$ cat config.mk
export PLATFORM = sky130hd
export DESIGN_NAME = controller_event_encoder
export DESIGN_NICKNAME = d
export VERILOG_FILES = /design/src/rtl/controller_event_encoder_pkg.sv /design/src/rtl/controller_event_encoder_pad_phase_timer.sv /design/src/rtl/controller_event_encoder.sv
export SDC_FILE = /design/constraint.sdc
export NUM_CORES = 1
export LEC_CHECK = 0
export CORE_MARGIN = 5
export CORE_UTILIZATION = 42
export CTS_CLUSTER_SIZE = 12
export DETAILED_ROUTE_END_ITERATION = 8
export PLACE_DENSITY_LB_ADDON = 0.08
export REMOVE_ABC_BUFFERS = 1
export SYNTH_ARGS = -nofsm -noshare
export SYNTH_HDL_FRONTEND = slang
export SYNTH_SLANG_ARGS = --single-unit
$ cat constraint.sdc
create_clock -name clk -period 3.2 [get_ports clk]
set_clock_uncertainty 0.1 [all_clocks]
set_input_delay 0.32 -clock clk [delete_from_list [all_inputs] [get_ports clk]]
set_output_delay 0.32 -clock clk [all_outputs]
set_load 0.03 [all_outputs]
$ cat src/rtl/controller_event_encoder_pkg.sv
// Shared constants for the gamepad event encoder: pad bit map, event layout, FSM states.
package controller_event_encoder_pkg;

  localparam int unsigned NUM_ACTIONS = 5;
  localparam int unsigned EVENT_W     = 2 * NUM_ACTIONS;

  // Serial bit positions of the buttons we care about (others are read and dropped)
  localparam int unsigned BTN_B     = 0;
  localparam int unsigned BTN_UP    = 4;
  localparam int unsigned BTN_DOWN  = 5;
  localparam int unsigned BTN_LEFT  = 6;
  localparam int unsigned BTN_RIGHT = 7;
  localparam int unsigned BTN_A     = 8;

  // Action bit positions inside each 5-bit half of input_data
  localparam int unsigned EV_UP        = 0;
  localparam int unsigned EV_DOWN      = 1;
  localparam int unsigned EV_LEFT      = 2;
  localparam int unsigned EV_RIGHT     = 3;
  localparam int unsigned EV_ATTACK    = 4;
  localparam int unsigned EV_PRESS_OFS = 5;

  typedef enum logic [2:0] {
    ST_IDLE   = 3'd0,
    ST_LATCH  = 3'd1,
    ST_CLK_HI = 3'd2,
    ST_CLK_LO = 3'd3,
    ST_DONE   = 3'd4
  } state_t;

  // One-hot action mask for a given serial bit index; B and A share attack
  function automatic logic [NUM_ACTIONS-1:0] btn_to_action(input int unsigned idx);
    logic [NUM_ACTIONS-1:0] act;
    act = '0;
    case (idx)
      BTN_UP:       act[EV_UP]     = 1'b1;
      BTN_DOWN:     act[EV_DOWN]   = 1'b1;
      BTN_LEFT:     act[EV_LEFT]   = 1'b1;
      BTN_RIGHT:    act[EV_RIGHT]  = 1'b1;
      BTN_B, BTN_A: act[EV_ATTACK] = 1'b1;
      default:      act            = '0;
    endcase
    return act;
  endfunction

endpackage

$ cat src/rtl/controller_event_encoder_pad_phase_timer.sv
// Loadable down-counter timing the latch and pad-clock phases; pulses on the last cycle of a phase.
module controller_event_encoder_pad_phase_timer #(
  parameter int unsigned W = 4
) (
  input  logic         clk,
  input  logic         reset,
  input  logic         load,
  input  logic [W-1:0] load_val,
  output logic         phase_done
);

  logic [W-1:0] count;

  // Count down to zero; phase_done is registered so it lines up with count reaching zero
  always_ff @(posedge clk) begin
    if (!reset) begin
      count      <= '0;
      phase_done <= 1'b0;
    end else if (load) begin
      count      <= load_val;
      phase_done <= (load_val == '0);
    end else begin
      count      <= (count != '0) ? count - W'(1) : count;
      phase_done <= (count == W'(1));
    end
  end

endmodule

$ cat src/rtl/controller_event_encoder.sv
// Reads an SNES-style serial pad once per poll and emits one-cycle press/release events.
module controller_event_encoder
  import controller_event_encoder_pkg::*;
#(
  parameter int unsigned CLK_DIV  = 6,
  parameter int unsigned NUM_BITS = 12
) (
  input  logic                   clk,
  input  logic                   reset,
  input  logic                   poll,
  input  logic                   pad_data,
  output logic                   pad_latch,
  output logic                   pad_clk,
  output logic [EVENT_W-1:0]     input_data,
  output logic [NUM_ACTIONS-1:0] buttons,
  output logic                   busy,
  output logic                   valid
);

  localparam int unsigned PH_W  = $clog2(2 * CLK_DIV);
  localparam int unsigned IDX_W = $clog2(NUM_BITS + 1);

  localparam logic [PH_W-1:0]  LATCH_LEN = PH_W'(2 * CLK_DIV - 1);
  localparam logic [PH_W-1:0]  HALF_LEN  = PH_W'(CLK_DIV - 1);
  localparam logic [IDX_W-1:0] LAST_IDX  = IDX_W'(NUM_BITS - 1);

  state_t                 state;
  logic [IDX_W-1:0]       index;
  logic [NUM_ACTIONS-1:0] cur_q;
  logic [NUM_ACTIONS-1:0] prev_q;
  logic                   phase_done;
  logic                   timer_load_c;
  logic [PH_W-1:0]        timer_val_c;

  controller_event_encoder_pad_phase_timer #(
    .W(PH_W)
  ) u_timer (
    .clk        (clk),
    .reset      (reset),
    .load       (timer_load_c),
    .load_val   (timer_val_c),
    .phase_done (phase_done)
  );

  // Start the next phase timer on poll accept and at each phase boundary except the last
  always_comb begin
    timer_load_c = 1'b0;
    timer_val_c  = '0;
    case (state)
      ST_IDLE: begin
        timer_load_c = poll;
        timer_val_c  = LATCH_LEN;
      end
      ST_LATCH, ST_CLK_HI: begin
        timer_load_c = phase_done;
        timer_val_c  = HALF_LEN;
      end
      ST_CLK_LO: begin
        timer_load_c = phase_done && (index != LAST_IDX);
        timer_val_c  = HALF_LEN;
      end
      default: begin
        timer_load_c = 1'b0;
        timer_val_c  = '0;
      end
    endcase
  end

  // Pad read sequencer with registered pad pins and event outputs
  always_ff @(posedge clk) begin
    if (!reset) begin
      state      <= ST_IDLE;
      index      <= '0;
      cur_q      <= '0;
      prev_q     <= '0;
      pad_latch  <= 1'b0;
      pad_clk    <= 1'b1;
      input_data <= '0;
      buttons    <= '0;
      busy       <= 1'b0;
      valid      <= 1'b0;
    end else begin
      case (state)
        ST_IDLE: begin
          if (poll) begin
            state     <= ST_LATCH;
            pad_latch <= 1'b1;
            busy      <= 1'b1;
            index     <= '0;
            cur_q     <= '0;
          end
        end
        ST_LATCH: begin
          if (phase_done) begin
            state     <= ST_CLK_HI;
            pad_latch <= 1'b0;
          end
        end
        ST_CLK_HI: begin
          // Pad data is active-low; accumulate pressed bits into the action mask
          if (phase_done) begin
            cur_q   <= cur_q | (btn_to_action(32'(index)) & {NUM_ACTIONS{~pad_data}});
            pad_clk <= 1'b0;
            state   <= ST_CLK_LO;
          end
        end
        ST_CLK_LO: begin
          if (phase_done) begin
            pad_clk <= 1'b1;
            index   <= index + IDX_W'(1);
            if (index == LAST_IDX) begin
              state   <= ST_DONE;
              busy    <= 1'b0;
              valid   <= 1'b1;
              input_data[EV_PRESS_OFS +: NUM_ACTIONS] <= cur_q & ~prev_q;
              input_data[NUM_ACTIONS-1:0]             <= ~cur_q & prev_q;
              buttons <= cur_q;
              prev_q  <= cur_q;
            end else begin
              state <= ST_CLK_HI;
            end
          end
        end
        ST_DONE: begin
          valid      <= 1'b0;
          input_data <= '0;
          state      <= ST_IDLE;
        end
        default: state <= ST_IDLE;
      endcase
    end
  end

endmodule
==> implementation parameters <==
Parameter                              Value

Finish
  Total inserted antenna cells ... 0
  Multi-input gate area in the final layout ... 883 um^2
  Proportion of layout cells with a drive suffix above 1 ... 9.41%
  Non-Filler Cell Area, Final ... 0.00202 mm^2
  Area of all sequential standard cells ... 721 um^2
  Filler cell count ... 373
  Final net count ... 213
  Area growth syn-to-layout ... 18.0%

Worst setup path
  Reg2Reg Setup Slack ... 1.18 ns
  Cell depth of the worst flop-to-flop path ... 5
  Kind of cell adding the most delay to the critical path ... simple AND/OR/NAND/NOR gates
  Startpoint type of the worst setup path ... flop
  Delay of the slowest cell on the worst path ... 0.77 ns
  Series of cell instances along the critical path ... ha_1, nand2_1, nor4_4, nand3b_1, a21boi_0
  Required @ worst endpoint ... 3.31 ns
  Critical path endpoint category ... flop
  Class of the most critical setup path ... flop to flop
  Buffers & Inverters on Critical Path ... 0
  Endpoint of the most critical register-to-register path ... input_data[7]
  CP max FO ... 17
  Crit path max-delay cell type ... sky130_fd_sc_hd__nor4_4
  Worst Path Arrival ... 2.13 ns
  Worst r2r src ... index[1]

Synth
  Post-synth EDFFs ... 0
  Post-synthesis register bit count ... 36
  Biggest area contributors in the synthesized netlist ... sky130_fd_sc_hd__dfxtp_1 42%, sky130_fd_sc_hd__a21boi_1 5.7%, sky130_fd_sc_hd__ha_1 5.1%
  Part of the Yosys area used for sequential elements ... 42.0%
  Number of cells produced by synthesis ... between 150 and 200
  Distinct cell type count of the synthesized netlist ... between 40 and 50
  FFs w/ async S/R, synth ... 0%
  Synth Cell Area ... 0.00172 mm^2
  Cell type with the highest aggregate area in the netlist ... sky130_fd_sc_hd__dfxtp_1
  Mean instance size in the synthesized netlist ... 9.32 um^2
  Synthesis Warnings ... 0
  Prevailing post-synth register cell ... sky130_fd_sc_hd__dfxtp_1
  Synth top area share ... a little over two fifths

CTS
  TritonCTS clock tree ... yes
  Worst-skew pair later-pin latency ... about 0.28 ns
  Number of buffers added for setup after CTS ... 0
  Post-CTS Hold Fix Bufs ... 0
  Clock Pin Slew Worst Setup and Hold Paths ... 0.06 ns
  CTS root buffer ... sky130_fd_sc_hd__clkbuf_8
  Clock tree buffer depth ... 2
  Count of clock tree sinks ... 36
  Post-CTS sizing ... 0
  CTS buffer count ... 5
  H-Tree Level Count ... 2

Route
  WL met2 ... 1530 um
  Count of TritonRoute iterations in the first routing pass ... 4
  Highest layer used for signal routing ... met4
  Wire per inst ... approximately 13 um
  Vias post-DR ... 1309
  Vias per Instance ... 5.19
  DRT met1 WL ... approximately 1600 um
  Metal3 WL ... 200 um
  Starting DRC count in detailed routing ... 54
  Number of nets still failing antenna checks after routing ... 0
  Number of design rule violations left after detail routing ... 0
  DRT Wirelength ... 3300 um

Die
  Die Footprint ... 0.00546 mm^2
  Die outline height ... about 74 um
  Horizontal die dimension ... around 74 um
  Io pins ... 23
  Row count ... 23
  Initial core utilization ... 43.2%
  Core footprint ... 0.00397 mm^2

Global route
  Antenna violations before repair ... 0
  Number of global-route vias before repair ... 1219
  Tot GR Track Use ... 13.6%
  Pin count of the biggest net entering global routing ... 18
  Wire length of the first global-routing pass ... 5770 um
  Global-route congestion overflow total ... 0

Run status
  Status ... finished, final reports clean

Timing
  Setup repair after global routing missed its margin ... no
  Setup_tns ... 0 ns
  Final Worst Setup Slack ... between 1 and 1.5 ns
  Share of the cycle needed by the critical path after routing ... between 60% and 70%
  Normalized max-slew margin ... between 30 and 40%
  Final setup violating endpoints ... 0
  Transition time at the pin with the least slew margin ... 0.899 ns
  Slew Limit Fails ... 0
  Fin crit period ... approximately 2 ns
  Final count of hold timing violations ... 0
  Final hold slack ... approximately 0.37 ns
  Achievable frequency ... 495 MHz

Place
  Number of buffers inserted by port buffering ... 22
  Area after detailed placement ... 0.00193 mm^2
  Setup slack at placement ... 1.06 ns
  DP Wirelength ... 2370 um
  Final weighted congestion in routability-driven placement ... 0.792

Worst hold path
  Worst hold path depth ... 2
  Worst min path class ... flop to flop
  Worst hold start ... input_data[0]
  WHS Endpoint ... input_data[0]

Power
  Worst IR drop on VDD ... 228 uV
  Total leakage power ... roughly 0.7 nW
  Power per cell area ... 489 mW/mm^2
  Overall power of the completed layout ... 0.990 mW

Run
  Count of max-cap constraint violations ... 0
-- metrics by stage --
step | utilization, % | std cells
2_1_floorplan | - | 172
3_3_place_gp | 48.6 | 245
3_5_place_dp | 48.6 | 245
4_1_cts | 51.0 | 252
5_1_grt | 51.0 | 252
6_report | 51.0 | 252
-- worst max path at each step --
stage | from | endpoint | slack, ns | cells after the start
2_1_floorplan | state[0] | index[2] | 1.51 | 4
3_3_place_gp | poll | index[2] | 1.10 | 5
3_5_place_dp | poll | index[2] | 1.06 | 5
4_1_cts | index[1] | input_data[7] | 1.16 | 5
5_1_grt | index[1] | input_data[4] | 0.97 | 5
6_report | index[1] | input_data[7] | 1.18 | 5
-- final cells by class --
type,instances,share of cell area (%)
tap,50,3.09
sequential,36,35.6
multi-input combinational,127,43.6
timing repair buffer,23,11.2
inverter,9,1.67
clock buffer,7,4.76
-- tightest hold or removal path, delay by kind of cell (launching register included) --
kind | cells | cell delay (ns)
DFF | 1 | 0.31
and+or+nand+nor | 1 | 0.06
AOI/OAI and AO/OA | 1 | 0.05
-- flip-flops by register name, summed over array words and instances (netlist names) --
signal and cells:
pad_latch 1, valid 1, cur_q 5, u_timer.phase_done 1, index 4, busy 1
state 3, input_data 10, prev_q 5, u_timer.count 4, pad_clk 1
-- cell usage in the layout (no fill, tap or decap), drive strengths merged, types with 4 or more instances in the layout --
cell type | synthesis | routed
o21ai | 4 | 4
a211oi | 6 | 6
nand3 | 15 | 15
nand3b | 10 | 10
inv | 9 | 9
a21oi | 9 | 9
ha | 7 | 7
clkbuf | 3 | 7
clkdlybuf4s50 | 0 | 22
nor2 | 11 | 11
dfxtp | 36 | 36
nand2 | 16 | 16
a21boi | 16 | 16
-- routing by layer --
metal / track usage (%) / vias up
met4: 4.23 / 0
met2: 20.9 / 33
met3: 4.10 / 2
met5: 0 / -
met1: 18.3 / 599
li1: - / 675
-- synth_stat cells, types with 2 or more instances --
cell,count
sky130_fd_sc_hd__a211oi_1,5
sky130_fd_sc_hd__a21boi_0,3
sky130_fd_sc_hd__a21boi_1,13
sky130_fd_sc_hd__a21oi_1,8
sky130_fd_sc_hd__and2_1,2
sky130_fd_sc_hd__buf_1,2
sky130_fd_sc_hd__buf_2,2
sky130_fd_sc_hd__buf_4,2
sky130_fd_sc_hd__buf_6,3
sky130_fd_sc_hd__clkbuf_1,3
sky130_fd_sc_hd__dfxtp_1,36
sky130_fd_sc_hd__ha_1,7
sky130_fd_sc_hd__inv_1,9
sky130_fd_sc_hd__mux2i_1,2
sky130_fd_sc_hd__nand2_1,14
sky130_fd_sc_hd__nand2b_1,2
sky130_fd_sc_hd__nand3_1,15
sky130_fd_sc_hd__nand3b_1,10
sky130_fd_sc_hd__nor2_1,11
sky130_fd_sc_hd__nor2b_1,3
sky130_fd_sc_hd__o21ai_0,3
sky130_fd_sc_hd__or3_1,2
sky130_fd_sc_hd__xnor2_1,3
-- where the power goes --
part	switching (mW)	internal, mW
registers	0.0253	0.470
logic	0.0820	0.0726
clock network	0.148	0.192
-- cell families after synthesis --
kind of cell / Yosys count / synth area share, %
AOI/OAI and AO/OA: 41 / 17.5
xor gates and xnor gates: 4 / 2.04
adders and majority gates: 7 / 5.11
buffers and inverters: 21 / 6.49
DFF: 36 / 42.0
muxes: 2 / 1.17
and+or+nand+nor: 73 / 25.7
Power figures use the tool's default switching activity.
